### src/rtl/display_scan_ctrl.sv
// Time-multiplexed 4-digit scan controller with dead-time blanking and frame-synchronous double buffer.
// Optional feature macro: LEADING_ZERO_BLANK_EN (suppresses leading zero digits 3..1).
module display_scan_ctrl #(
    parameter int unsigned REFRESH_DIV = 100000,
    parameter int unsigned DEADTIME    = 16
) (
    input  logic        clk,
    input  logic        reset,
    input  logic [15:0] bcd_data,
    input  logic        load_valid,
    output logic        load_ready,
    output logic [7:0]  anode,
    output logic [3:0]  digit_code,
    output logic        digit_blank,
    output logic        frame_done
);

    localparam int unsigned CNT_W  = 20;
    localparam int unsigned IDX_W  = 2;
    localparam int unsigned DATA_W = 16;

    typedef enum logic {
        BLANK = 1'b0,
        DRIVE = 1'b1
    } state_t;

    state_t              state, state_d;
    logic [CNT_W-1:0]    cnt, cnt_d;
    logic [IDX_W-1:0]    idx, idx_d;
    logic [DATA_W-1:0]   active, active_d;
    logic [DATA_W-1:0]   pending, pending_d;
    logic                pending_full, pending_full_d;

    logic                cnt_wrap;
    logic                boundary;
    logic                load_fire;
    logic                suppress;
    logic [3:0]          nibble_d;
    logic [7:0]          anode_d;
    logic                digit_blank_d;

    // State, counters, buffers and all outputs registered together.
    always_ff @(posedge clk) begin
        if (reset) begin
            state        <= BLANK;
            cnt          <= '0;
            idx          <= '0;
            active       <= '0;
            pending      <= '0;
            pending_full <= 1'b0;
            anode        <= 8'hFF;
            digit_code   <= 4'h0;
            digit_blank  <= 1'b1;
            load_ready   <= 1'b1;
            frame_done   <= 1'b0;
        end else begin
            state        <= state_d;
            cnt          <= cnt_d;
            idx          <= idx_d;
            active       <= active_d;
            pending      <= pending_d;
            pending_full <= pending_full_d;
            anode        <= anode_d;
            digit_code   <= nibble_d;
            digit_blank  <= digit_blank_d;
            load_ready   <= !pending_full_d;
            frame_done   <= boundary;
        end
    end

    // Next-state and next-output logic; outputs derive from next-cycle values so they track the state edge.
    always_comb begin
        state_d        = state;
        cnt_d          = cnt + CNT_W'(1);
        idx_d          = idx;
        active_d       = active;
        pending_d      = pending;
        pending_full_d = pending_full;
        suppress       = 1'b0;
        nibble_d       = 4'h0;
        anode_d        = 8'hFF;
        digit_blank_d  = 1'b1;

        cnt_wrap  = (cnt == CNT_W'(REFRESH_DIV - 1));
        boundary  = cnt_wrap && (idx == IDX_W'(3));
        load_fire = load_valid && load_ready;

        if (cnt_wrap) begin
            cnt_d = '0;
            idx_d = idx + IDX_W'(1);
        end

        case (state)
            BLANK: if (cnt == CNT_W'(DEADTIME - 1)) state_d = DRIVE;
            DRIVE: if (cnt_wrap) state_d = BLANK;
            default: state_d = BLANK;
        endcase

        // Pending swaps in only at a frame boundary; a load can only land when pending is empty.
        if (boundary && pending_full) begin
            active_d       = pending;
            pending_full_d = 1'b0;
        end
        if (load_fire) begin
            pending_d      = bcd_data;
            pending_full_d = 1'b1;
        end

        case (idx_d)
            2'd0:    nibble_d = active_d[3:0];
            2'd1:    nibble_d = active_d[7:4];
            2'd2:    nibble_d = active_d[11:8];
            default: nibble_d = active_d[15:12];
        endcase

`ifdef LEADING_ZERO_BLANK_EN
        case (idx_d)
            2'd3:    suppress = (active_d[15:12] == 4'h0);
            2'd2:    suppress = (active_d[15:8] == 8'h00);
            2'd1:    suppress = (active_d[15:4] == 12'h000);
            default: suppress = 1'b0;
        endcase
`else
        suppress = 1'b0;
`endif

        if (state_d == DRIVE && !suppress) begin
            anode_d       = ~(8'(1) << idx_d);
            digit_blank_d = 1'b0;
        end
    end

endmodule

### config.mk
export PLATFORM = sky130hd
export DESIGN_NAME = display_scan_ctrl
export DESIGN_NICKNAME = d
export VERILOG_FILES = /design/src/rtl/display_scan_ctrl.sv
export SDC_FILE = /design/constraint.sdc
export NUM_CORES = 1
export LEC_CHECK = 0
export ABC_CLOCK_PERIOD_IN_PS = 3500
export CORE_ASPECT_RATIO = 1.2
export CORE_UTILIZATION = 35
export CTS_BUF_LIST = sky130_fd_sc_hd__clkbuf_4
export DETAILED_ROUTE_END_ITERATION = 16
export GPL_ROUTABILITY_DRIVEN = 0
export MAX_ROUTING_LAYER = met4
export PLACE_DENSITY = 0.56
export SETUP_SLACK_MARGIN = 0.1
export SYNTH_ARGS = -nofsm -noshare
export SYNTH_HDL_FRONTEND = slang
export SYNTH_SLANG_ARGS = --single-unit
export TNS_END_PERCENT = 1
### constraint.sdc
create_clock -name clk -period 3.5 [get_ports clk]
set_clock_uncertainty 0.2 [all_clocks]
set_input_delay 0.7 -clock clk [delete_from_list [all_inputs] [get_ports clk]]
set_output_delay 0.7 -clock clk [all_outputs]
set_load 0.005 [all_outputs]
==> results.tsv, run 1 <==
metric	value	unit
endpoint_kind	flop	
via_per_inst	4.805	
netlist_area	2653	um2
nFillCells	749	
grt_usage	14.73	%
powerDensity	454.2	nW/um2
finalWirelength	5079	um
worstHoldPathType	reg2reg	
dieArea	7932	um2
die_y	97.37	um
timing.reg2reg.worst_path_depth	7	
wire_per_inst	12.36	um
worstSetupPathType	reg2reg	
period_minus_slack	3.035	ns
drcViolationCount	0	
critical_path.startpoint	cnt[0]	
num_vias	1975	
rrSetupSlack	0.46	ns
coreArea	7274	um2
die_w	81.47	um
status	completed	
final_hold_viol_count	0	
yosys_warnings	0	
fin_setup_tns	0	ns
rows	34	
clock_path_buffers	2	
firstDrtPassIters	4	
path_max_fanout	16	
synth-seq-cells	67	
grt-ovfl-total	0	
grt_pass1_vias	1847	
multiInputGateArea	1192	um2
grt_max_degree	43	
drive_gt1_share	7.165	%
grt_pass1_wl	8369	um
synth_top_area_share	50.57	%
syn-mean-instance-area	9.053	um2
rsz0062_at_grt	no	
yosys.cell_types.count	36	
drv_cap	0	
clk_latency	0.41	ns
htree_levels	3	
yosysSeqAreaShare	50.57	%
synthCells	293	
cts-buffers-inserted	9	
antenna_found_initial	0	
max_freq	329.5	MHz
post-route-util	42.76	%
diodes	0	
post-dp-hpwl	3449	um
post-cts-setup-buffer-count	0	
cp.required	3.62	ns
syn2layout_area_growth	17.26	%
antenna_left	0	
drtIter0Drc	79	
ir_drop	0.0002111	V
yosys.area.top_type	dfxtp_1	
initial_core_util	36.46	%
ff_latch_area	1341	um2
timing.rr.end	digit_code[3]	
cts_root_buf	clkbuf_4	
tritoncts	yes	
period_share	86.71	%
cp.arrival	3.16	ns
crit_end	digit_code[3]	
start_kind	flop	
slew_headroom	57.97	%
tightest_slew	0.6304	ns
slew_violations	0	
finalSetupViolations	0	
ctsHoldBuffers	0	
ios	34	
cts_num_sinks	67	
nets	337	
cts-resized-gates	0	
io_buffers	29	
p_leak	1.254	nW
clk_pin_slew	0.10	ns
regToRegStartpoint	cnt[0]	
synth.top_cells.by_area	dfxtp_1 (51%), mux2i_1 (7.2%), nor2_1 (6.9%)	
-- per-stage QoR --
stage / total power, mW / cell area (um2) / hold slack [ns] / cells / setup WS, ns
after floorplan: 0.8429 / 2664 / 0.2262 / 296 / 0.8326
after global placement: 0.8721 / 2955 / 0.2406 / 395 / 0.5570
after detailed placement: 0.8731 / 2955 / 0.2498 / 395 / 0.4724
after CTS: 1.432 / 3110 / 0.2664 / 411 / 0.4541
after global routing: 1.473 / 3110 / 0.2839 / 411 / 0.2398
final: 1.413 / 3110 / 0.2615 / 411 / 0.4650
-- routing by layer --
layer	wire, um	global-route usage [%]
met4	118	8.242
met3	187	4.789
met2	2309	22.31
met1	2464	16.79
met5	0	-
-- cell usage after synthesis --
cell type   n
dfxtp_1    67
nor2_1     49
nand2_1    48
mux2i_1    19
a21oi_1    18
xnor2_1    13
clkbuf_1    9
nand4_1     7
buf_4       6
xor2_1      6
nand3_1     5
nor3_1      5
nor2b_1     4
a221o_1     3
a221oi_1    3
inv_1       3
and3_1      2
buf_1       2
buf_2       2
buf_6       2
ha_1        2
mux2_4      2
nand2b_1    2
nor4_2      2
a221o_2     1
a22o_1      1
and2_1      1
and3_2      1
and4_1      1
conb_1      1
nand4b_1    1
nor4_1      1
or2_2       1
or2b_1      1
or3_1       1
or4_2       1
-- critical path, cell delays in order (launching register included) --
cell	delay [ns]
dfxtp_1	0.39
ha_1	0.20
and3_1	0.26
nand3_1	0.15
or4_2	0.98
mux2i_1	0.23
a221o_1	0.35
a221oi_1	0.20
-- registers in the layout, indices dropped and copies added (netlist names), 2 cells and up --
signal,flops
cnt,20
anode,4
digit_code,4
active,16
pending,16
idx,2
-- cell families (layout without fill, tap and decap cells) --
group | Yosys count | after routing | share of synthesized area, %
adder cells (fa/ha/maj) | 2 | 2 | 0.9432
buffers and inverters | 24 | 49 | 4.905
flip-flops | 67 | 67 | 50.57
AO/OA/AOI/OAI | 26 | 26 | 6.274
XOR/XNOR | 19 | 19 | 6.274
other | 1 | 4 | 0.1414
AND/OR/NAND/NOR | 133 | 133 | 22.59
multiplexers | 21 | 21 | 8.302
-- power breakdown --
group	switching (mW)	total [mW]	leakage, nW	internal [mW]
combinational	0.0340	0.0659	0.629	0.0318
sequential	0.0103	0.788	0.543	0.778
clock	0.266	0.558	0.0815	0.292
-- final cells by class --
cell class / count / area share [%]
clock buffer: 10 / 2.414
clock inverter: 6 / 2.574
inverter: 3 / 0.3620
multi-input combinational: 205 / 38.33
sequential: 67 / 43.12
tap: 90 / 3.620
timing repair buffer: 30 / 9.574
-- how the worst min path moves through the flow --
stage / from / end / slack, ns / cells after the start
6_report: pending[13] / pending[13] / 0.26 / 2
3_5_place_dp: pending[10] / pending[10] / 0.25 / 2
5_1_grt: pending[13] / pending[13] / 0.28 / 2
3_3_place_gp: cnt[0] / cnt[0] / 0.24 / 1
4_1_cts: pending[13] / pending[13] / 0.27 / 2
2_1_floorplan: cnt[0] / cnt[0] / 0.23 / 1
-- layout by cell type, fill, tap and decap left out, types with 3 or more instances in the layout --
cell             netlist  layout
clkbuf_4               0      10
mux2i_1               19      19
clkdlybuf4s50_1        0      29
nand2_1               48      48
xnor2_1               13      13
conb_1                 1       4
xor2_1                 6       6
a21oi_1               18      18
dfxtp_1               67      67
nor2b_1                4       4
a221oi_1               3       3
nor3_1                 5       5
nand3_1                5       5
nand4_1                7       7
a221o_1                3       3
nor2_1                49      49
inv_1                  3       3
Note: power is estimated with default switching activity, not from simulation.
==> run 2, diff against run 1 <==
--- a/config.mk
+++ b/config.mk
@@ -6,14 +6,18 @@
 export NUM_CORES = 1
 export LEC_CHECK = 0
 export ABC_CLOCK_PERIOD_IN_PS = 3500
+export CELL_PAD_IN_SITES_DETAIL_PLACEMENT = 1
+export CELL_PAD_IN_SITES_GLOBAL_PLACEMENT = 2
 export CORE_ASPECT_RATIO = 1.2
 export CORE_UTILIZATION = 35
 export CTS_BUF_LIST = sky130_fd_sc_hd__clkbuf_4
 export DETAILED_ROUTE_END_ITERATION = 16
 export GPL_ROUTABILITY_DRIVEN = 0
+export GPL_TIMING_DRIVEN = 0
 export MAX_ROUTING_LAYER = met4
-export PLACE_DENSITY = 0.56
+export PLACE_DENSITY = 0.82
 export SETUP_SLACK_MARGIN = 0.1
+export SLEW_MARGIN = 20
 export SYNTH_ARGS = -nofsm -noshare
 export SYNTH_HDL_FRONTEND = slang
 export SYNTH_SLANG_ARGS = --single-unit
==> results.tsv, run 2 (synthesis results as in run 1) <==
metric	value	unit
status	completed	
tritoncts	yes	
finalSetupViolations	0	
firstDrtPassIters	4	
top_register	cnt	
min-delay-start	pending[6]	
rsz0062_at_grt	no	
syn2layout_area_growth	20.57	%
finalWirelength	5634	um
slew_violations	0	
slew_headroom	64.72	%
period_share	84.66	%
endpoint_kind	flop	
clock_path_buffers	2	
rrSetupSlack	0.54	ns
post-cts-setup-buffer-count	0	
regToRegStartpoint	cnt[0]	
powerDensity	428.8	nW/um2
antenna_left	0	
path_max_fanout	7	
clk_latency	0.40	ns
path_buf_inv	2	
ir_drop	0.0001990	V
initial_core_util	36.46	%
slowest_stage	or4_2	
worstSetupPathType	reg2reg	
max_freq	337.5	MHz
cts_root_buf	clkbuf_4	
start_kind	flop	
grt_usage	16.87	%
num_vias	2064	
final_cell_mix	dfxtp_1 (67), nor2_1 (49), nand2_1 (48)	
worstHoldPathType	reg2reg	
timing.reg2reg.worst_path_depth	9	
timing.rr.end	digit_code[2]	
cp.required	3.60	ns
critPathTopFamily	simple AND/OR/NAND/NOR gates	
tightest_slew	0.5145	ns
grt_pass1_vias	2194	
ctsHoldBuffers	0	
cp.arrival	3.07	ns
top_regs	cnt x20, active x16, pending x16	
final_hold_viol_count	0	
dieArea	7932	um2
clk_pin_slew	0.12	ns
die_y	97.37	um
cts-buffers-inserted	9	
drcViolationCount	0	
wire_per_inst	13.10	um
period_minus_slack	2.963	ns
ios	34	
grt-ovfl-total	0	
holdPathEnd	pending[6]	
cts_num_sinks	67	
diodes	0	
drv_cap	0	
post-dp-hpwl	4205	um
path_cells	ha_1, and3_1, buf_4, nand3_1, or4_2, buf_4, mux2i_1, a221o_1, a221oi_1	
fin_setup_tns	0	ns
cts-resized-gates	0	
via_per_inst	4.800	
grt_pass1_wl	9880	um
min_path_cells	2	
coreArea	7274	um2
rows	34	
htree_levels	3	
die_w	81.47	um
post-route-util	43.96	%
final_common_cell	dfxtp_1	
p_leak	1.292	nW
antenna_found_initial	0	
largest_register_ffs	20	
grt_max_degree	13	
drtIter0Drc	24	
critical-path-max-stage-delay	0.67	ns
drive_gt1_share	10.00	%
io_buffers	28	
nets	356	
cp_common_cell	buf_4	
run 2: cell count changes in the layout (fill, tap and decap cells not counted), sizes merged:
cell	before	now
clkinv	3	2
clkbuf	10	19
clkdlybuf4s50	29	28
buf	1	12
bufinv	2	1
clkinvlp	1	3
run 2: metal layers:
metal,GRT usage [%],vias to the layer above,wire [um]
met3,3.099,9,124
met2,28.65,24,2955
met4,8.242,0,115
li1,-,1052,-
met1,18.36,979,2439
met5,-,-,0
run 2: area by class of cell:
cell class	count	area, um2
timing repair buffer	28	280.3
fill	875	4076
clock inverter	6	66.31
clock buffer	10	75.07
tap	90	112.6
sequential	67	1341
multi-input combinational	205	1192
inverter	3	11.26
buffer	21	118.9
run 2: worst min-delay path, cell delays in order (launching register included):
cell     delay [ns]
dfxtp_1        0.33
nand2_1        0.05
a21oi_1        0.05
run 2: worst max-delay path by stage:
stage | start | end | slack, ns | cells after the start
final | cnt[0] | digit_code[2] | 0.54 | 9
after global placement | cnt[0] | digit_code[1] | 0.54 | 9
after CTS | cnt[0] | digit_code[2] | 0.48 | 9
after global routing | cnt[0] | digit_code[2] | 0.37 | 9
after detailed placement | cnt[0] | digit_code[2] | 0.51 | 9
after floorplan | cnt[0] | digit_code[0] | 0.83 | 10
run 2: through the flow:
stage	power, mW	setup WS (ns)	instance area (um2)	hold WS (ns)	cells
detailed placement	0.8791	0.5107	3057	0.2513	414
CTS	1.396	0.4840	3198	0.2670	430
global placement	0.8767	0.5437	3057	0.2436	414
global route	1.441	0.3725	3198	0.2947	430
finish	1.371	0.5367	3198	0.2618	430
floorplan	0.8429	0.8326	2664	0.2262	296
run 2: report_power, final:
group / switching [mW] / internal [mW] / total, mW
combinational: 0.0357 / 0.0357 / 0.0715
sequential: 0.00977 / 0.778 / 0.788
clock: 0.287 / 0.225 / 0.512
